==> src/rtl/alu_pkg.sv <==
// ALU sequencer shared definitions.
// Opcodes, FSM states and the registered flag bundle.
package alu_pkg;

  localparam logic [3:0] OP_ADD = 4'd0;
  localparam logic [3:0] OP_SUB = 4'd1;
  localparam logic [3:0] OP_AND = 4'd2;
  localparam logic [3:0] OP_OR  = 4'd3;
  localparam logic [3:0] OP_XOR = 4'd4;
  localparam logic [3:0] OP_NOT = 4'd5;
  localparam logic [3:0] OP_SLL = 4'd6;
  localparam logic [3:0] OP_SRL = 4'd7;
  localparam logic [3:0] OP_SRA = 4'd8;
  localparam logic [3:0] OP_MUL = 4'd9;

  typedef enum logic [1:0] {
    S_IDLE,
    S_EXEC,
    S_MUL,
    S_DONE
  } state_e;

  typedef struct packed {
    logic carry;
    logic zero;
    logic negative;
    logic overflow;
    logic illegal;
  } flags_t;

endpackage

==> src/rtl/alu_shift_add_mul.sv <==
// Radix-2 shift-add multiplier, one multiplier bit per cycle.
// prod_o is the accumulator after the current step; valid with done_o.
module alu_shift_add_mul #(
  parameter int WIDTH = 32
) (
  input  logic               clk,
  input  logic               rst,
  input  logic               start_i,
  input  logic [WIDTH-1:0]   a_i,
  input  logic [WIDTH-1:0]   b_i,
  output logic               done_o,
  output logic [2*WIDTH-1:0] prod_o
);

  localparam int CW = $clog2(WIDTH);

  logic [WIDTH-1:0]   mcand_q;
  logic [2*WIDTH-1:0] acc_q;
  logic [2*WIDTH-1:0] acc_d;
  logic [CW-1:0]      cnt_q;
  logic               busy_q;
  logic [WIDTH:0]     sum;

  // Add multiplicand into the high half when the LSB is set, then shift.
  always_comb begin
    sum = {1'b0, acc_q[2*WIDTH-1:WIDTH]}
        + (acc_q[0] ? {1'b0, mcand_q} : '0);
    acc_d = {sum, acc_q[WIDTH-1:1]};
  end

  assign done_o = busy_q && (cnt_q == CW'(WIDTH - 1));
  assign prod_o = acc_d;

  // Load on start, then step once per cycle until the last bit.
  always_ff @(posedge clk or posedge rst) begin
    if (rst) begin
      mcand_q <= '0;
      acc_q   <= '0;
      cnt_q   <= '0;
      busy_q  <= 1'b0;
    end else if (start_i) begin
      mcand_q <= a_i;
      acc_q   <= {{WIDTH{1'b0}}, b_i};
      cnt_q   <= '0;
      busy_q  <= 1'b1;
    end else if (busy_q) begin
      acc_q <= acc_d;
      cnt_q <= cnt_q + 1'b1;
      if (done_o) busy_q <= 1'b0;
    end
  end

endmodule

==> src/rtl/alu_seq.sv <==
// Sequential ALU: one op in flight, valid/ready on both sides.
// Single-cycle ops go through EXEC, MUL runs the shift-add unit.
module alu_seq
  import alu_pkg::*;
#(
  parameter int WIDTH = 32
) (
  input  logic             clk,
  input  logic             rst,
  input  logic [WIDTH-1:0] A,
  input  logic [WIDTH-1:0] B,
  input  logic [3:0]       opcode,
  input  logic             in_valid,
  output logic             in_ready,
  output logic [WIDTH-1:0] result,
  output logic             carry,
  output logic             zero,
  output logic             negative,
  output logic             overflow,
  output logic             illegal,
  output logic             out_valid,
  input  logic             out_ready
);

  localparam int SW = $clog2(WIDTH);
  localparam int M  = WIDTH - 1;

  state_e state_q, state_d;

  logic [WIDTH-1:0]   a_q, b_q;
  logic [3:0]         op_q;
  logic [WIDTH-1:0]   res_q, res_d;
  flags_t             fl_q, fl_d;
  logic               accept;
  logic               mul_done;
  logic [2*WIDTH-1:0] mul_prod;
  logic               mul_hi;

  logic [WIDTH:0]     add_w, sub_w;
  logic [SW-1:0]      sh;
  logic [WIDTH-1:0]   alu_res;
  logic               alu_c, alu_v, alu_ill;

  assign accept    = in_valid && (state_q == S_IDLE);
  assign in_ready  = (state_q == S_IDLE);
  assign out_valid = (state_q == S_DONE);

  assign result   = res_q;
  assign carry    = fl_q.carry;
  assign zero     = fl_q.zero;
  assign negative = fl_q.negative;
  assign overflow = fl_q.overflow;
  assign illegal  = fl_q.illegal;

  alu_shift_add_mul #(.WIDTH(WIDTH)) u_mul (
    .clk     (clk),
    .rst     (rst),
    .start_i (accept && (opcode == OP_MUL)),
    .a_i     (A),
    .b_i     (B),
    .done_o  (mul_done),
    .prod_o  (mul_prod)
  );

  assign mul_hi = |mul_prod[2*WIDTH-1:WIDTH];

  // Single-cycle datapath on the captured operands.
  always_comb begin
    alu_res = '0;
    alu_c   = 1'b0;
    alu_v   = 1'b0;
    alu_ill = 1'b0;
    sh      = b_q[SW-1:0];
    add_w   = {1'b0, a_q} + {1'b0, b_q};
    sub_w   = {1'b0, a_q} + {1'b0, ~b_q}
            + {{WIDTH{1'b0}}, 1'b1};
    case (op_q)
      OP_ADD: begin
        alu_res = add_w[M:0];
        alu_c   = add_w[WIDTH];
        alu_v   = (a_q[M] == b_q[M])
               && (add_w[M] != a_q[M]);
      end
      OP_SUB: begin
        alu_res = sub_w[M:0];
        alu_c   = sub_w[WIDTH];
        alu_v   = (a_q[M] != b_q[M])
               && (sub_w[M] != a_q[M]);
      end
      OP_AND: alu_res = a_q & b_q;
      OP_OR:  alu_res = a_q | b_q;
      OP_XOR: alu_res = a_q ^ b_q;
      OP_NOT: alu_res = ~a_q;
      OP_SLL: alu_res = a_q << sh;
      OP_SRL: alu_res = a_q >> sh;
      OP_SRA: alu_res = $unsigned($signed(a_q) >>> sh);
      default: alu_ill = 1'b1;
    endcase
  end

  // Next state and result/flag update.
  always_comb begin
    state_d = state_q;
    res_d   = res_q;
    fl_d    = fl_q;
    case (state_q)
      S_IDLE: begin
        if (in_valid)
          state_d = (opcode == OP_MUL) ? S_MUL : S_EXEC;
      end
      S_EXEC: begin
        res_d         = alu_res;
        fl_d.carry    = alu_c;
        fl_d.overflow = alu_v;
        fl_d.illegal  = alu_ill;
        fl_d.zero     = (alu_res == '0);
        fl_d.negative = alu_res[M];
        state_d       = S_DONE;
      end
      S_MUL: begin
        if (mul_done) begin
          res_d         = mul_prod[M:0];
          fl_d.carry    = mul_hi;
          fl_d.overflow = mul_hi;
          fl_d.illegal  = 1'b0;
          fl_d.zero     = (mul_prod[M:0] == '0);
          fl_d.negative = mul_prod[M];
          state_d       = S_DONE;
        end
      end
      S_DONE: begin
        if (out_ready) state_d = S_IDLE;
      end
      default: state_d = S_IDLE;
    endcase
  end

  // State, result and flag registers.
  always_ff @(posedge clk or posedge rst) begin
    if (rst) begin
      state_q <= S_IDLE;
      res_q   <= '0;
      fl_q    <= '0;
    end else begin
      state_q <= state_d;
      res_q   <= res_d;
      fl_q    <= fl_d;
    end
  end

  // Operand capture on input handshake.
  always_ff @(posedge clk or posedge rst) begin
    if (rst) begin
      a_q  <= '0;
      b_q  <= '0;
      op_q <= '0;
    end else if (accept) begin
      a_q  <= A;
      b_q  <= B;
      op_q <= opcode;
    end
  end

endmodule

==> config.mk <==
export PLATFORM = sky130hd
export DESIGN_NAME = alu_seq
export DESIGN_NICKNAME = d
export VERILOG_FILES = /design/src/rtl/alu_pkg.sv /design/src/rtl/alu_shift_add_mul.sv /design/src/rtl/alu_seq.sv
export SDC_FILE = /design/constraint.sdc
export NUM_CORES = 1
export LEC_CHECK = 0
export ABC_AREA = 1
export CAP_MARGIN = 20
export CORE_MARGIN = 2
export CORE_UTILIZATION = 42
export DETAILED_ROUTE_END_ITERATION = 8
export PLACE_DENSITY_LB_ADDON = 0.25
export SETUP_SLACK_MARGIN = 0.5
export SLEW_MARGIN = 20
export SYNTH_ARGS = -nofsm -noshare
export SYNTH_HDL_FRONTEND = slang
export SYNTH_SLANG_ARGS = --single-unit
==> constraint.sdc <==
create_clock -name clk -period 25 [get_ports clk]
set_input_delay 7.5 -clock clk [delete_from_list [all_inputs] [get_ports clk]]
set_output_delay 7.5 -clock clk [all_outputs]
set_load 0.005 [all_outputs]
==> metrics.csv <==
stage;metric;value;unit
status;status;complete, no violations;
synth;Synth top area share;0.2489;
synth;number of enable flip-flop cells after synthesis;0;
clock_tree;Longest Clk Path Bufs;3;
clock_tree;cts repair resizes;0;
setup_path;CP Capture Type;register;
floorplanning;Chip Width;227.1;um
global_routing;GRT Resource Usage Total;0.4058;
setup_path;slowest stage delay, CP;1.05;ns
global_routing;vias in the first global route;22430;
floorplanning;DIE AREA;0.05159;mm^2
synth;Seq/Total Area, Yosys;0.2489;
timing;final number of setup-violating endpoints;0;
timing;max-slew violations;0;
clock_tree;Worst-Skew Late Latency;0.54;ns
synth;Post-Syn Area;0.02091;mm^2
cells_and_area;Area growth, synth to finish;10.21;%
placement;placed wire-length estimate;84750;um
synth;post-synthesis net count;3682;
clock_tree;clk sinks;208;
route;via count;24410;
synth;Syn Area/Cell;6.021;um^2
synth;Gate Count Post-Synth;3473;
clock_tree;Post-CTS Hold Buffers;0;
floorplanning;core area;0.04905;mm^2
clock_tree;CTS tree;yes;
setup_path;slowest cell on the critical path;inv_2;
synth;Netlist cell types;49;
timing;Hold Vio Cnt, Final;0;
synth;Area contributors post-synth;dfrtp_1 (25%), nand2_1 (20%), nand3_1 (12%), ha_1 (8.0%), inv_1 (7.7%);
placement;Port Buffers;110;
setup_path;worst-case reg-to-reg path depth;13;
min_path;Worst Min Path Start;illegal;
setup_path;CP dominant cell by count;nand2_1;
timing;worst hold slack;0.4800;ns
route;routed vias/inst;5.867;
timing;skew final;0.02202;ns
setup_path;Crit Path Class;in2reg;
min_path;WHS Path Cells;2;
timing;fin crit share;0.4297;
cells_and_area;fillers;5421;
floorplanning;Die Ht;227.1;um
placement;gpl congestion;1.093;
synth;flops & latches, synth;208;
global_routing;antenna violations before repair;8;
synth;Async SR Flop Fraction;1.000;
setup_path;Worst EP required;25.46;ns
timing;max frequency;93.10;MHz
floorplanning;row cnt;81;
min_path;hold worst-path end;illegal;
synth;dominant synthesized flop cell;dfrtp_1;
setup_path;RR Endpoint;zero;
timing;Period minus WS final;10.74;ns
setup_path;CP cell instances;clkdlybuf4s50_1, nand2_1, nor2_1, inv_1, buf_4, nand2_1, inv_2, a22o_1;
clock_tree;post-CTS setup buffers;0;
route;Iter 0 DRT Violations;3341;
floorplanning;Initial Util;0.4263;
cells_and_area;share of layout cells above drive strength 1;0.03092;
clock_tree;Root Driver;clkbuf_16;
setup_path;worst flop-to-flop path startpoint;a_q[28];
route;WL per Instance;25.44;um
clock_tree;CTS Buf Count;22;
flow_run;max_cap viols;0;
clock_tree;H-tree depth;1;
min_path;Hold WC Path Type;reg2reg;
global_routing;largest net degree at the start of global routing;139;
setup_path;CP max FO;46;
setup_path;Setup crit start kind;input port;
setup_path;Worst EP arrival;11.20;ns
global_routing;first-pass GRT wire length;151400;um
route;number of remaining DRC errors;0;
setup_path;Worst R2R Setup Slack;20.18;ns
clock_tree;Reg clk slew, reported paths;0.06;ns
timing;worst-margin pin slew;1.051;ns
global_routing;Overflow after GRT;0;
synth;Yosys warnings;0;
route;antenna-violating nets left;0;
timing;setup TNS;0;ns
floorplanning;IO Pins;111;
timing;unrepaired setup endpoints after global routing;no;
timing;max_slew headroom;0.2975;
cells_and_area;nets;3686;
synth;area leader, netlist;dfrtp_1;
route;drt total wl;105900;um
route;Pre-Repair DR Iteration Count;7;
layout by cell type, fill, tap and decap left out, drive strengths merged, types with 4 or more instances in the layout:
cell type and n:
a211oi 4, a21oi 147, a22o 21, a31oi 8
and2 8, and3 4, buf 22, clkbuf 34
clkdlybuf4s50 110, clkinv 6, dfrtp 208, diode 4
ha 134, inv 443, nand2 1123, nand3 495
nand3b 8, nand4 54, nor2 292, nor3 31
nor4 6, o211ai 9, o21ai 214, o21bai 13
o221ai 36, o22ai 12, or2 5, xor2 31
state kept, by name (all words and copies together), names as in the netlist, 2 cells and up:
name,flops
a_q,32
b_q,32
op_q,4
result,32
state_q,2
u_mul.acc_q,64
u_mul.cnt_q,5
u_mul.mcand_q,32
stage by stage:
stage	cells	area (um^2)	utilization	worst slack, ns
after global routing	4157	23040	0.4696	14.11
after floorplan	3473	20910	-	11.82
final	4161	23050	0.4698	14.26
after detailed placement	4117	22290	0.4544	13.70
after global placement	4116	22280	0.4541	12.84
after CTS	4157	23030	0.4696	14.23
metal layers:
metal | global-route usage | vias to the layer above | wire length, um
met5 | 0 | - | 66
met4 | 0.2319 | 10 | 7358
met3 | 0.09886 | 281 | 11280
met2 | 0.5960 | 1392 | 43150
met1 | 0.5428 | 11460 | 44010
li1 | - | 11270 | -
kinds of logic (layout without fill, tap and decap cells):
group | count (synthesis) | in the layout | synth area share
xor gates and xnor gates | 31 | 31 | 0.01298
DFF | 208 | 208 | 0.2489
adders and majority gates | 137 | 137 | 0.08305
other | 0 | 4 | 0
AOI/OAI and AO/OA | 476 | 476 | 0.1315
buffers and inverters | 595 | 615 | 0.1149
and+or+nand+nor | 2026 | 2026 | 0.4087
cells in the mapped netlist (16+ instances only):
library cell	number
nor2_1	284
dfrtp_1	208
nand4_1	54
inv_1	429
nand2_1	1115
o221ai_1	36
ha_1	134
xor2_1	31
o21ai_0	207
nor3_1	30
a21oi_1	147
clkbuf_1	69
nand3_1	495
a22o_1	21
buf_1	16
buf_2	48
how the worst max path moves through the flow:
stage	from	depth (start not counted)	to	slack [ns]
2_1_floorplan	rst	1	a_q[0]	11.82
3_3_place_gp	opcode[0]	10	u_mul.acc_q[61]	12.84
3_5_place_dp	in_valid	9	u_mul.acc_q[18]	13.70
4_1_cts	in_valid	9	u_mul.acc_q[12]	14.23
5_1_grt	in_valid	9	u_mul.acc_q[37]	14.11
6_report	in_valid	8	u_mul.acc_q[52]	14.26
critical path: cells and delay by family:
family	cells	cell delay, ns
and+or+nand+nor	3	1.45
buffers and inverters	4	1.94
AOI/OAI and AO/OA	1	0.27
area by class of cell:
cell class / instances / area (um^2) / share of cell area
clock inverter: 6 / 47.55 / 0.002063
sequential: 208 / 5207 / 0.2260
clock buffer: 34 / 695.7 / 0.03019
timing repair buffer: 132 / 1266 / 0.05494
antenna: 4 / 10.01 / 0.0004343
inverter: 443 / 1674 / 0.07264
tap: 664 / 830.8 / 0.03605
multi-input combinational: 2670 / 13310 / 0.5777
Power is left out: the tool's default activity adds up to more than one toggle a clock period on the data nets, which glitch-free logic cannot reach.
